$ cat config.mk
export PLATFORM = sky130hd
export DESIGN_NAME = oven_prescaler
export DESIGN_NICKNAME = d
export VERILOG_FILES = /design/src/rtl/oven_prescaler.sv
export SDC_FILE = /design/constraint.sdc
export NUM_CORES = 1
export LEC_CHECK = 0
export BUFFER_PORTS_ARGS = -buffer_cell sky130_fd_sc_hd__clkbuf_2
export CORE_AREA = 4 4 41 43
export CTS_CLUSTER_DIAMETER = 60
export DETAILED_ROUTE_END_ITERATION = 8
export DIE_AREA = 0 0 45 47
export GPL_ROUTABILITY_DRIVEN = 0
export GPL_TIMING_DRIVEN = 0
export PLACE_DENSITY_LB_ADDON = 0.2
export SETUP_SLACK_MARGIN = 0.3
export SLEW_MARGIN = 5
export SYNTH_ARGS = -nofsm -noshare
export SYNTH_HDL_FRONTEND = slang
export SYNTH_SLANG_ARGS = --single-unit
$ cat constraint.sdc
create_clock -name clk_i -period 0.9 [get_ports clk_i]
set_input_delay 0.225 -clock clk_i [delete_from_list [all_inputs] [get_ports clk_i]]
set_output_delay 0.225 -clock clk_i [all_outputs]
set_load 0.01 [all_outputs]
$ cat src/rtl/oven_prescaler.sv
// Free-running 0..DIV-1 counter that emits a one-cycle strobe on its last count.
module oven_prescaler #(
  parameter int DIV = 16
) (
  input  logic clk_i,
  input  logic rst_i,
  input  logic clr_i,
  output logic stb_o
);

  localparam int CNT_W = $clog2(DIV);
  localparam logic [CNT_W-1:0] LAST = CNT_W'(DIV - 1);

  logic [CNT_W-1:0] count_q;
  logic [CNT_W-1:0] count_d;

  // A clear restarts the period so the next strobe lands a full DIV cycles later.
  always_comb begin
    count_d = count_q + 1'b1;
    if (clr_i || (count_q == LAST)) begin
      count_d = '0;
    end
  end

  always_ff @(posedge clk_i) begin
    if (rst_i) begin
      count_q <= '0;
    end else begin
      count_q <= count_d;
    end
  end

  assign stb_o = (count_q == LAST);

endmodule

# Yosys cells after proc, flatten, opt, wreduce, memory -nomap -nowiden

Cells that the tools add are included.
W data, S select, Z words.

Reductions and logical operators: 2
Add/subtract/negate cells: 1
Equality and inequality tests: 1

Operator list:

| operator              | number |
|---|---|
| $add A4 B1 Y4 const B | 1 |
| $eq A4 B4 Y1 const B  | 1 |
| $reduce_or A2 Y1      | 1 |
| $logic_or A1 B1 Y1    | 1 |

Input bits: 3
Output and inout port bits: 1
Register bits after elaboration: 4

# Longest topological paths before layout

Depth after elaboration: 3
Gate-level depth with buffers: 4

# Worst setup path before layout

No wires, ideal clock.

Kind: flip-flop to output port
Start: register count_q[0]
End: output port stb_o
Data required time: 675 ps
Arrival: 703 ps
Slack: -28 ps
Path buffers: 0
Stages on the path, launching flop included: 4
Path through: dfxtp_1 > ha_1 > nand3_1 > inv_1

Longest elaborated chain between the ends: 1

RTL lines:

| what                     | line | source |
|---|---|---|
| start: declaration       | 14   | `logic [CNT_W-1:0] count_q;` |
| start signal: assignment | 29   | `count_q <= count_d;` |
| $eq A4 B4 Y1             | 33   | `assign stb_o = (count_q == LAST);` |
| end: declaration         | 8    | `output logic stb_o` |

No other way between the ends.

# Final worst setup path

Start: register count_q[1]
End: output port stb_o

The elaborated chain is that of the path after synthesis.

==> flow_summary_export.csv <==
group,metric,value,unit
power_and_ir_drop,totalPowerFinal,431,uW
sta,timing.fmax,863,MHz
global_routing,overflow,0,
power_and_ir_drop,leakage,0.000127,uW
synthesis,netlist_instances,16,
detailed_routing,drtPass1Iterations,1,
layout,n_antenna_cell,0,
layout,final-instance-count-excl-fill,43,
layout,area_delta_synth_final,101,%
detailed_routing,postRouteAntennaNets,0,
setup_path,startpoint_type,"register",
hold_path,min_from,"clr_i",
clocking,numCtsBuffers,3,
sta,tightest_slew,0.272,ns
setup_path,cp_cell_sequence,"ha_4 -> nand3_4 -> inv_2 -> buf_6",
layout,final_cell_area,317,sq um
global_routing,grt_max_degree,4,
run,max-cap-violations,0,
sta,slew_headroom,81.8,%
setup_path,reg2regPathDepth,5,
setup_path,critPathKind,"register to output port",
placed_design,hpwl,228,um
placed_design,dp.cells,34,
clocking,clock-sinks,4,
clocking,worstSkewPairLatency,0.23,ns
synthesis,synth_cell_type_count,11,
layout,drive_gt1_share,78.6,%
global_routing,grt_usage,4.90,%
global_routing,grt_pass1_vias,185,
sta,hold_slack,0.173,ns
detailed_routing,route.detailed.drc,0,
setup_path,critical_path_arrival,0.93,ns
clocking,cts_tree,"done",
hold_path,holdPathStages,2,
synthesis,synth.avg_cell_area,9.85,sq um
synthesis,syn-num-nets,20,
setup_path,reg2reg_to,"count_q[2]",
die,die_h,47,um
detailed_routing,totalWireLength,375,um
placed_design,portBuffers,3,
die,core,0.00130,sq mm
die,std_cell_rows,13,
clocking,cts_buffer_depth,2,
synthesis,ys_seq_elements,4,
die,dieArea,0.00212,sq mm
setup_path,reg2reg_from,"count_q[0]",
setup_path,endpoint_kind,"output port",
clocking,cts-hold-fix-buffers,0,
setup_path,cpPeakStageDelay,0.34,ns
clocking,clk_pin_slew,0.04,ns
sta,rsz0062_at_grt,"true",
global_routing,grt_pass1_wl,655,um
detailed_routing,via_per_inst,3.51,
detailed_routing,via_count,151,
sta,fin_crit_sh,129,%
clocking,cts_root_buf,"clkbuf_4",
setup_path,rrSetupSlack,-0.19,ns
detailed_routing,drt-initial-drc-count,0,
layout,fillers,148,
layout,reg_top3,"count_q x4",
layout,largest_reg_flops,4,
sta,setup_violations,5,
hold_path,min_path_type,"input pin to register",
sta,hold_viol_final,0,
synthesis,ys_warn_count,0,
global_routing,antenna_found_initial,0,
outcome,outcome,"finished, violations left",
setup_path,critical_path.slowest_cell,"dfxtp_2",
sta,drv_slew,0,
placed_design,post_dp_cell_area,211,sq um
sta,fin_skew,0.00176,ns
power_and_ir_drop,power_density,1360,mW/mm^2
detailed_routing,avgRoutedWirePerCell,8.72,um
die,ios,4,
synthesis,synth_area,158,sq um
sta,fin_crit,1.16,ns
setup_path,required,0.67,ns
outcome,failed_checks,"negative setup slack",
layout,nNetsFinal,34,
synthesis,seq_area_frac_synth,50.8,%
hold_path,hold_end,"count_q[2]",
die,initial_core_util,12.1,%
layout,regMostFlops,"count_q",
die,die-width,45,um
clocking,htreeDepth,1,
power_and_ir_drop,ir_drop,0.000589,V
setup_path,cp_max_fo,2,
sta,finalWorstSetupSlack,-0.259,ns
-- layout make-up --
type / instances / area, sq um / share of cell area [%]
multi-input combinational: 11 / 119 / 37.5
sequential: 4 / 82.6 / 26.1
timing repair buffer: 9 / 70.1 / 22.1
clock buffer: 3 / 22.5 / 7.11
tap: 15 / 18.8 / 5.93
inverter: 1 / 3.75 / 1.19
-- power by group --
part / switching, uW / internal (uW)
registers: 4.66 / 184
clock network: 63.5 / 148
logic: 12.5 / 17.6
total: 80.7 / 350
-- placed cells by master (no fill, tap or decap), drive strengths merged --
cell    n
buf     7
clkbuf  5
dfxtp   4
nor2    3
nand3   2
inv     1
and3    1
nand2   1
xor2    1
xnor2   1
nor3    1
ha      1
-- Yosys cell counts --
library cell  n  area, sq um
dfxtp_1       4         80.1
nor2_2        1         6.26
nand2_1       1         3.75
xor2_1        1         8.76
inv_1         1         3.75
nand3_1       2         10.0
and3_1        1         6.26
nor2_1        2         7.51
xnor2_1       1         8.76
ha_1          1         12.5
nor3_2        1         10.0
-- cells by family after synthesis --
family	synth area share (%)
and+or+nand+nor	27.8
DFF	50.8
xor gates and xnor gates	11.1
buffers and inverters	2.38
adders and majority gates	7.94
-- routing by layer --
metal | up-vias | part of all wire, % | track usage, %
li1 | 76 | - | -
met1 | 73 | 34 | 2.73
met2 | 2 | 62 | 9.04
met3 | 0 | 4.3 | 1.15
met4 | 0 | 0 | 8.77
met5 | - | 0 | 0
-- how the worst max path moves through the flow --
stage,from,end,slack (ns)
after floorplan,count_q[1],stb_o,0.07
after global placement,count_q[0],stb_o,-0.06
after detailed placement,count_q[0],stb_o,-0.06
after CTS,count_q[0],stb_o,-0.29
after global routing,count_q[1],stb_o,-0.31
final,count_q[1],stb_o,-0.26
-- repair_timing --
| item | CTS | global route |
|---|---|---|
| pin swaps | 2 | 3 |
| buffers inserted | 4 | 2 |
| setup endpoints to repair | 5 | 5 |
| gates resized for setup | 4 | 4 |
-- worst max-delay path: cells and delay by family, from the launching register on --
kind	cells	cell delay, ns
flops	1	0.34
fa+ha+maj	1	0.15
buf+inv	2	0.15
simple gates	1	0.06
-- metrics by stage --
stage,worst slack (ns),util [%],TNS (ns)
floorplan,0.0690,-,0
global placement,-0.0608,16.3,-0.0608
detailed placement,-0.0623,16.3,-0.0623
CTS,-0.294,22.0,-0.406
global route,-0.308,24.3,-1.10
finish,-0.259,24.3,-0.889
Power figures use the tool's default switching activity.
